**src/rtl/game_sprite_engine.sv**
```systemverilog
`default_nettype none
// ============================================================================
// Module   : game_sprite_engine
// Purpose  : Multi-sprite renderer. Per-pixel hit test on frame-synchronised
//            active positions, per-sprite bitmaps with optional mirroring,
//            fixed-priority merge (lowest index wins), per-frame collision and
//            off-screen reporting. Two-cycle latency from pixel_x/pixel_y.
// Revision : 1.0 - initial release
// ============================================================================
module game_sprite_engine #(
  parameter int SCREEN_WIDTH  = 640,
  parameter int SCREEN_HEIGHT = 480,
  parameter int SPRITE_WIDTH  = 8,
  parameter int SPRITE_HEIGHT = 8,
  parameter int X_WIDTH       = 10,
  parameter int Y_WIDTH       = 10,
  parameter int RGB_WIDTH     = 3,
  parameter int NUM_SPRITES   = 4,
  localparam int SID_W = (NUM_SPRITES > 1) ? $clog2(NUM_SPRITES) : 1,
  localparam int ROW_W = $clog2(SPRITE_HEIGHT),
  localparam int COL_W = $clog2(SPRITE_WIDTH)
) (
  input  logic                   clk,
  input  logic                   reset_n,
  input  logic                   frame_start,
  input  logic [X_WIDTH-1:0]     pixel_x,
  input  logic [Y_WIDTH-1:0]     pixel_y,
  input  logic                   bm_we,
  input  logic [SID_W-1:0]       bm_sprite,
  input  logic [ROW_W-1:0]       bm_row,
  input  logic [COL_W-1:0]       bm_col,
  input  logic [RGB_WIDTH:0]     bm_ergb,
  input  logic                   pos_we,
  input  logic [SID_W-1:0]       pos_sprite,
  input  logic [X_WIDTH-1:0]     pos_x,
  input  logic [Y_WIDTH-1:0]     pos_y,
  input  logic [2:0]             pos_attr,
  output logic                   rgb_en,
  output logic [RGB_WIDTH-1:0]   rgb,
  output logic [SID_W-1:0]       hit_id,
  output logic [NUM_SPRITES-1:0] collision,
  output logic [NUM_SPRITES-1:0] out_of_screen
);

  // Extents and screen limits, held one bit wider than the coordinates so
  // that sprites near the top of the coordinate range clip instead of wrap.
  localparam logic [X_WIDTH:0] X_SPAN  = (X_WIDTH+1)'(SPRITE_WIDTH - 1);
  localparam logic [Y_WIDTH:0] Y_SPAN  = (Y_WIDTH+1)'(SPRITE_HEIGHT - 1);
  localparam logic [X_WIDTH:0] X_LIMIT = (X_WIDTH+1)'(SCREEN_WIDTH - 1);
  localparam logic [Y_WIDTH:0] Y_LIMIT = (Y_WIDTH+1)'(SCREEN_HEIGHT - 1);

  // Attribute bit positions within {enable, flip_y, flip_x}
  localparam int ATTR_FLIP_X = 0;
  localparam int ATTR_FLIP_Y = 1;
  localparam int ATTR_EN     = 2;

  logic [NUM_SPRITES-1:0] contrib;      // stage 2: hit and opaque
  logic [NUM_SPRITES-1:0] oos_now;      // off-screen, from active registers
  logic [RGB_WIDTH-1:0]   pix_rgb [NUM_SPRITES];
  logic [RGB_WIDTH-1:0]   win_rgb;
  logic [SID_W-1:0]       win_id;
  logic                   multi;
  logic [NUM_SPRITES-1:0] coll_now;
  logic [NUM_SPRITES-1:0] coll_acc;

  generate
    for (genvar i = 0; i < NUM_SPRITES; i++) begin : g_sprite
      localparam logic [SID_W-1:0] SID = SID_W'(i);

      logic [X_WIDTH-1:0] shadow_x, active_x;
      logic [Y_WIDTH-1:0] shadow_y, active_y;
      logic [2:0]         shadow_attr, active_attr;

      logic [X_WIDTH:0]   x_end;
      logic [Y_WIDTH:0]   y_end;
      logic               in_x, in_y, hit_now;
      logic [COL_W-1:0]   col_off, col_now;
      logic [ROW_W-1:0]   row_off, row_now;

      logic               hit_s1;
      logic [COL_W-1:0]   col_s1;
      logic [ROW_W-1:0]   row_s1;

      logic [RGB_WIDTH:0] mem [SPRITE_HEIGHT*SPRITE_WIDTH];
      logic [RGB_WIDTH:0] pix;

      assign x_end = {1'b0, active_x} + X_SPAN;
      assign y_end = {1'b0, active_y} + Y_SPAN;
      assign in_x  = ({1'b0, pixel_x} >= {1'b0, active_x}) && ({1'b0, pixel_x} <= x_end);
      assign in_y  = ({1'b0, pixel_y} >= {1'b0, active_y}) && ({1'b0, pixel_y} <= y_end);
      assign hit_now = active_attr[ATTR_EN] & in_x & in_y;

      // Low bits of the offset only depend on low bits of the operands;
      // mirroring a power-of-two index is a bitwise inversion.
      assign col_off = pixel_x[COL_W-1:0] - active_x[COL_W-1:0];
      assign row_off = pixel_y[ROW_W-1:0] - active_y[ROW_W-1:0];
      assign col_now = active_attr[ATTR_FLIP_X] ? ~col_off : col_off;
      assign row_now = active_attr[ATTR_FLIP_Y] ? ~row_off : row_off;

      assign oos_now[i] = active_attr[ATTR_EN] & ((x_end > X_LIMIT) | (y_end > Y_LIMIT));

      // Shadow/active position registers and stage-1 hit/address pipeline
      always_ff @(posedge clk or negedge reset_n) begin
        if (!reset_n) begin
          shadow_x    <= '0;
          shadow_y    <= '0;
          shadow_attr <= '0;
          active_x    <= '0;
          active_y    <= '0;
          active_attr <= '0;
          hit_s1      <= 1'b0;
          col_s1      <= '0;
          row_s1      <= '0;
        end else begin
          if (pos_we && (pos_sprite == SID)) begin
            shadow_x    <= pos_x;
            shadow_y    <= pos_y;
            shadow_attr <= pos_attr;
          end
          if (frame_start) begin
            active_x    <= shadow_x;
            active_y    <= shadow_y;
            active_attr <= shadow_attr;
          end
          hit_s1 <= hit_now;
          col_s1 <= col_now;
          row_s1 <= row_now;
        end
      end

      // Bitmap storage; contents are deliberately not reset
      always_ff @(posedge clk) begin
        if (bm_we && (bm_sprite == SID)) begin
          mem[{bm_row, bm_col}] <= bm_ergb;
        end
      end

      // Stage-2 read: a same-cycle write is not yet visible here
      assign pix        = mem[{row_s1, col_s1}];
      assign contrib[i] = hit_s1 & pix[RGB_WIDTH];
      assign pix_rgb[i] = pix[RGB_WIDTH-1:0];
    end
  endgenerate

  // Fixed-priority select: scanning downward leaves the lowest index last
  always_comb begin
    win_rgb = '0;
    win_id  = '0;
    for (int k = NUM_SPRITES - 1; k >= 0; k--) begin
      if (contrib[k]) begin
        win_rgb = pix_rgb[k];
        win_id  = SID_W'(k);
      end
    end
  end

  // More than one contributor: clearing the lowest set bit leaves something
  assign multi    = |(contrib & (contrib - NUM_SPRITES'(1)));
  assign coll_now = multi ? contrib : '0;

  // Stage-2 output registers, collision accumulation and off-screen flags
  always_ff @(posedge clk or negedge reset_n) begin
    if (!reset_n) begin
      rgb_en        <= 1'b0;
      rgb           <= '0;
      hit_id        <= '0;
      collision     <= '0;
      coll_acc      <= '0;
      out_of_screen <= '0;
    end else begin
      rgb_en <= |contrib;
      if (|contrib) begin
        rgb    <= win_rgb;
        hit_id <= win_id;
      end
      if (frame_start) begin
        collision <= coll_acc;
        coll_acc  <= coll_now;
      end else begin
        coll_acc  <= coll_acc | coll_now;
      end
      out_of_screen <= oos_now;
    end
  end

endmodule
`default_nettype wire

```
**config.mk**
```make
export PLATFORM = sky130hd
export DESIGN_NAME = game_sprite_engine
export DESIGN_NICKNAME = d
export VERILOG_FILES = /design/src/rtl/game_sprite_engine.sv
export SDC_FILE = /design/constraint.sdc
export NUM_CORES = 1
export LEC_CHECK = 0
export CAP_MARGIN = 20
export CELL_PAD_IN_SITES_DETAIL_PLACEMENT = 2
export CELL_PAD_IN_SITES_GLOBAL_PLACEMENT = 2
export CORE_ASPECT_RATIO = 0.75
export CORE_MARGIN = 2
export CORE_UTILIZATION = 48
export CTS_CLUSTER_SIZE = 20
export DETAILED_ROUTE_END_ITERATION = 12
export PLACE_DENSITY_LB_ADDON = 0.15
export SYNTH_ARGS = -nofsm -noshare
export SYNTH_HDL_FRONTEND = slang
export SYNTH_SLANG_ARGS = --single-unit
```
**constraint.sdc**
```tcl
create_clock -name clk -period 3 [get_ports clk]
set_input_delay 0.6 -clock clk [delete_from_list [all_inputs] [get_ports clk]]
set_output_delay 0.6 -clock clk [all_outputs]
set_load 0.05 [all_outputs]
```
======== Word level (Yosys, flattened, before mapping) ========
Memories as Yosys holds them, arrays and structs flattened.
Index checks and enable logic that the tools add are counted.
word-level totals
  flip-flop bits (word level) ............. 230
  memory bits (writable) .................. 1,024
  input port bits ......................... 62
  output and inout port bits .............. 14
  word-level logic and storage cells ...... 169
  memories ................................ 4
memories
  name             depth  width  read ports  clocked after memory_dff  write ports  RTL line  source
  g_sprite[0].mem  64     4      1           0                         1            84        logic [RGB_WIDTH:0] mem [SPRITE_HEIGHT*SPRITE_WIDTH];
  g_sprite[1].mem  64     4      1           0                         1            84
  g_sprite[2].mem  64     4      1           0                         1            84
  g_sprite[3].mem  64     4      1           0                         1            84
cells by class
  add/sub/neg operators ................... 17
  magnitude comparators ................... 24
  eq/ne operators ......................... 6
  muxes and demuxes ....................... 26
  bitwise logic cells ..................... 30
  reductions and logical operators ........ 20
operators with widths
  operator               number
  $add 10x3->11 const B  8
  $le 10x11->1           8
  $ge 10x10->1           8
  $gt 11x10->1 const B   4
  $gt 11x9->1 const B    4
  $mux 3                 12
  $not 3->3              8
  $sub 3x3->3            8
  $and 1x1->1            16
  $logic_and 1x1->1      16
  $eq 2x2->1 const B     4
  $mux 1                 8
  $mux 2                 4
  $mux 4                 2
  $reduce_or 4->1        2
  $and 4x4->4            1
  $eq 2x1->1 const B     2
  $logic_not 2->1        2
  $or 1x1->1             4
  $or 4x4->4             1
  $sub 4x1->4 const B    1

======== Logic depth before layout (Yosys ltp) ========
An unclocked memory read counts as a cell.
  depth in word-level cells ............... 8
  gate-level depth with buffers ........... 14
  gate-level depth less buffers ........... 14

======== Worst setup path after synthesis ========
Ideal clock, no wire load.
  path type ............................... register to register
  from .................................... register g_sprite[2].col_s1[1]
  to ...................................... register rgb[0]
  setup time .............................. 0.121 ns
  data arrival time ....................... 2.577 ns
  data required time ...................... 2.879 ns
  setup slack ............................. 0.302 ns
  stages on the path, launching flop included .. 10
  path buffers ............................ 3
  period minus slack after synthesis ...... 2.698 ns
  path through ............................ dfrtp_1 buf_2 buf_4 clkbuf_1 mux4_2 mux4_2 mux2i_1 o22ai_1 a211o_1 a22o_1
on the way
  cells in the longest elaborated chain, start to end .. 5
  elaborated cells on any way between the ends .. 6
  those cells by class .................... mux: 3; bitwise: 1; reduce/logical: 1; memory: 1
RTL lines
  item                    RTL line  source
  start, declared         81        logic [COL_W-1:0] col_s1;
  start signal, assigned  126       col_s1 <= col_now;
  $mem_v2 64x4 *          --
  $and 1x1->1             140       assign contrib[i] = hit_s1 & pix[RGB_WIDTH];
  $mux 3 (3 in series)    150       if (contrib[k]) begin
  end signal, assigned    173       rgb <= win_rgb;
  end, declared           39        output logic [RGB_WIDTH-1:0] rgb,
Every way passes the cells marked *; elsewhere a longest branch is shown, timed or not.
A chain may end at the register's enable or synchronous reset.

======== Worst setup path in the final report ========
  from .................................... register g_sprite[0].col_s1[0]
  to ...................................... register rgb[0]
on the way
  cells in the longest elaborated chain, start to end .. 3
  elaborated cells on any way between the ends .. 4
  those cells by class .................... mux: 1; bitwise: 1; reduce/logical: 1; memory: 1
RTL lines
  item                                       RTL line
  start, declared                            81
  start signal, assigned                     126
  $mem_v2 64x4 *                             --
  $and 1x1->1                                140
  $reduce_or 4->1 or $mux 3 (tied branches)  172, 150
Marked as above.

==> results_dict.tcl <==
set metrics [dict create \
    gr-total-overflow 0 \
    fin_nets 3894 \
    fp.dieH_um 294.6 \
    final_common_cell "edfxtp_1" \
    io_pins 76 \
    start_util_pct 48.44 \
    violations "negative setup slack" \
    cpLargestDelayFamily "multiplexers" \
    vias 34514 \
    cp_slowest_cell "dfrtp_4" \
    outcome "finished with violations" \
    place_congestion 0.8846 \
    first_iter_violations 4772 \
    hold_class "in -> reg" \
    cp_slowest_stage_delay_ns 0.57 \
    area_delta_synth_final_pct 19.07 \
    multi_input_area_mm2 0.01693 \
    avgSynthCellArea_um2 16.74 \
    drc 0 \
    relSlewSlack_pct 26.84 \
    num_rows 106 \
    finalHoldViolations 0 \
    dp_slack_ns -0.5266 \
    clockBufferDepth 3 \
    worst_slack_ns -0.04514 \
    maxCapViolations 0 \
    synth_flop_cell "edfxtp_1" \
    synth_cell_types 68 \
    routedWlPerCell_um 40.27 \
    fmax_ghz 0.3284 \
    fill_cells 9409 \
    grt_max_degree 96 \
    cts_made_buffers 130 \
    grt_usage_pct 36.29 \
    ant_nets 0 \
    viasPerCell 6.524 \
    path_cells "buf_12, buf_6, mux4_2, mux4_2, a22o_1, a221oi_2, buf_4, o21ai_4, a22o_1" \
    min_period_ns 3.045 \
    synth_warnings 0 \
    die_area_mm2 0.1153 \
    critPathBufInv 3 \
    rsz0062_at_grt "true" \
    max-vdd-ir-drop_v 0.0006333 \
    dp_cells 4990 \
    h-tree-depth 4 \
    final_cells 5290 \
    power.density_mw_per_mm2 856.4 \
    cp.arrival_ns 3.69 \
    core_mm2 0.1115 \
    final_cell_mix "1024 x edfxtp_1, 301 x buf_4, 295 x mux4_2, 293 x nor2_1, 218 x dfrtp_1" \
    slew_violations 0 \
    syn_nets 3459 \
    synth.cell_area_mm2 0.05403 \
    die_x_um 391.4 \
    ys_seq_elements 1254 \
    final_core_util_pct 57.68 \
    cp_max_fo 6 \
    clk_latency_ns 0.78 \
    port_buffers 75 \
    drive_gt1_share_pct 27.95 \
    totalWireLength_um 213000 \
    synth_edf_count 1024 \
    critPathKind "reg -> reg" \
    fin_skew_ns 0.03403 \
    yosysSeqAreaShare_pct 67.56 \
    cts_tree "built" \
    setup_viol 4 \
    antenna_found_initial 6 \
    async_flop_share_pct 18.34 \
    start_kind "register" \
    cp.required_ns 3.64 \
    path_clk_slew_ns 0.07 \
    synthCells 3227 \
    cts_root_buf "clkbuf_16" \
    grt_pass1_vias 36411 \
    register_area_mm2 0.03653 \
    grt_pass1_wl_um 291200 \
    dpl.hpwl_um 131600 \
    leakagePower_nw 22.50 \
    tightest_slew_ns 1.097 \
    crit_path_end_kind "register" \
    clkSinkCount 1254 \
    fin_crit_sh_pct 101.5 \
    first_pass_iters 5 \
]
[worst paths after layout]
kind                                           end                     from  cells past startpoint  slack [ns]
max in group asynchronous  g_sprite[2].shadow_x[4]                  reset_n                      3        1.81
max                                         rgb[0]    g_sprite[0].col_s1[0]                      9       -0.05
min reg2reg                g_sprite[2].active_y[0]  g_sprite[2].shadow_y[0]                      2        0.48
min in group asynchronous  g_sprite[2].shadow_y[3]                  reset_n                      2        0.36
max reg2reg                                 rgb[0]    g_sprite[0].col_s1[0]                      9       -0.05
min                        g_sprite[1].active_y[4]              frame_start                      3        0.26
[cell usage after synthesis, drive strengths merged, types with 15 or more instances]
| cell type | n | area, um^2 |
|---|---|---|
| edfxtp | 1024 | 30750 |
| nor2 | 296 | 1114 |
| mux4 | 295 | 6644 |
| dfrtp | 230 | 5756 |
| nand2 | 198 | 745.7 |
| ha | 162 | 2027 |
| mux2 | 114 | 1284 |
| o21ai | 112 | 560.5 |
| inv | 101 | 379.1 |
| xnor2 | 83 | 727.0 |
| clkbuf | 82 | 307.8 |
| buf | 62 | 390.4 |
| a21oi | 58 | 290.3 |
| nand3 | 40 | 200.2 |
| mux2i | 37 | 370.4 |
| nor2b | 35 | 219.0 |
| nor3 | 32 | 160.2 |
| o21a | 30 | 225.2 |
| xor2 | 19 | 166.4 |
| nand4 | 16 | 100.1 |
| a22oi | 15 | 112.6 |
| o211ai | 15 | 112.6 |
[final cells by class]
type                    count  area share, %
flip-flops and latches   1254          56.78
multi-input cells        1727          26.31
repair buffers            447          6.879
clock buffers             187          5.663
well taps                1512          2.941
clock inverters            50         0.7779
inverters                 102         0.5990
diodes                     11        0.04279
[routing by layer]
metal  share of wire, %  up-vias  GRT usage (%)
met5                  0        -              0
met4                4.5        0          13.77
met3                9.4      509          8.086
met2                 47     2084          57.85
met1                 39    18517          49.01
li1                   -    13404              -
[sequential cells by signal (all words and copies together), names as in the netlist]
name / flops
g_sprite.shadow_y: 40
g_sprite.hit_s1: 4
g_sprite.shadow_attr: 12
g_sprite.row_s1: 12
coll_acc: 4
collision: 4
g_sprite.mem: 1024
out_of_screen: 4
g_sprite.shadow_x: 40
rgb_en: 1
g_sprite.active_y: 40
g_sprite.col_s1: 12
rgb: 3
g_sprite.active_x: 40
hit_id: 2
g_sprite.active_attr: 12
[logic make-up (layout without fill, tap and decap cells)]
logic type	count (synthesis)	in the layout	synth area share, %
compound gates	319	319	3.696
xor+xnor	103	103	1.695
fa+ha+maj	172	172	4.085
buf+inv	246	786	2.001
flops	1254	1254	67.56
mux	446	446	15.36
other cells	0	11	0
simple gates	687	687	5.606
[what timing repair did]
| action | CTS | global route |
|---|---|---|
| endpoints found under the setup margin | 14 | 10 |
| setup buffers | 11 | 36 |
| hold buffers | 1 | 0 |
| pin swaps | 11 | 16 |
| gates resized for setup | 70 | 59 |
| endpoints found under the hold margin | 46 | 0 |
| gates cloned | 3 | 4 |
[power by group]
| group | total, W | switching [W] | internal (W) |
|---|---|---|---|
| Combinational | 0.0176 | 0.00946 | 0.00814 |
| Sequential | 0.0207 | 0.00111 | 0.0196 |
| Clock | 0.0168 | 0.00769 | 0.00913 |
[stage by stage]
stage                     power (W)  cell area, um^2  TNS [ns]  hold WS [ns]
after floorplan             0.02964            54030         0        0.3044
after global routing        0.05631            64310   -0.4180        0.2863
after global placement      0.03509            59060    -1.196        0.4624
after detailed placement    0.03603            59060    -28.08        0.4747
final                       0.05510            64340   -0.1112        0.2558
after CTS                   0.05363            63690         0        0.2272
[worst min-delay path: cells and delay by family]
kind	cells	cell delay [ns]
buf+inv	1	0.22
simple gates	1	0.10
compound gates	1	0.07
(Power assumes the default switching activity.)
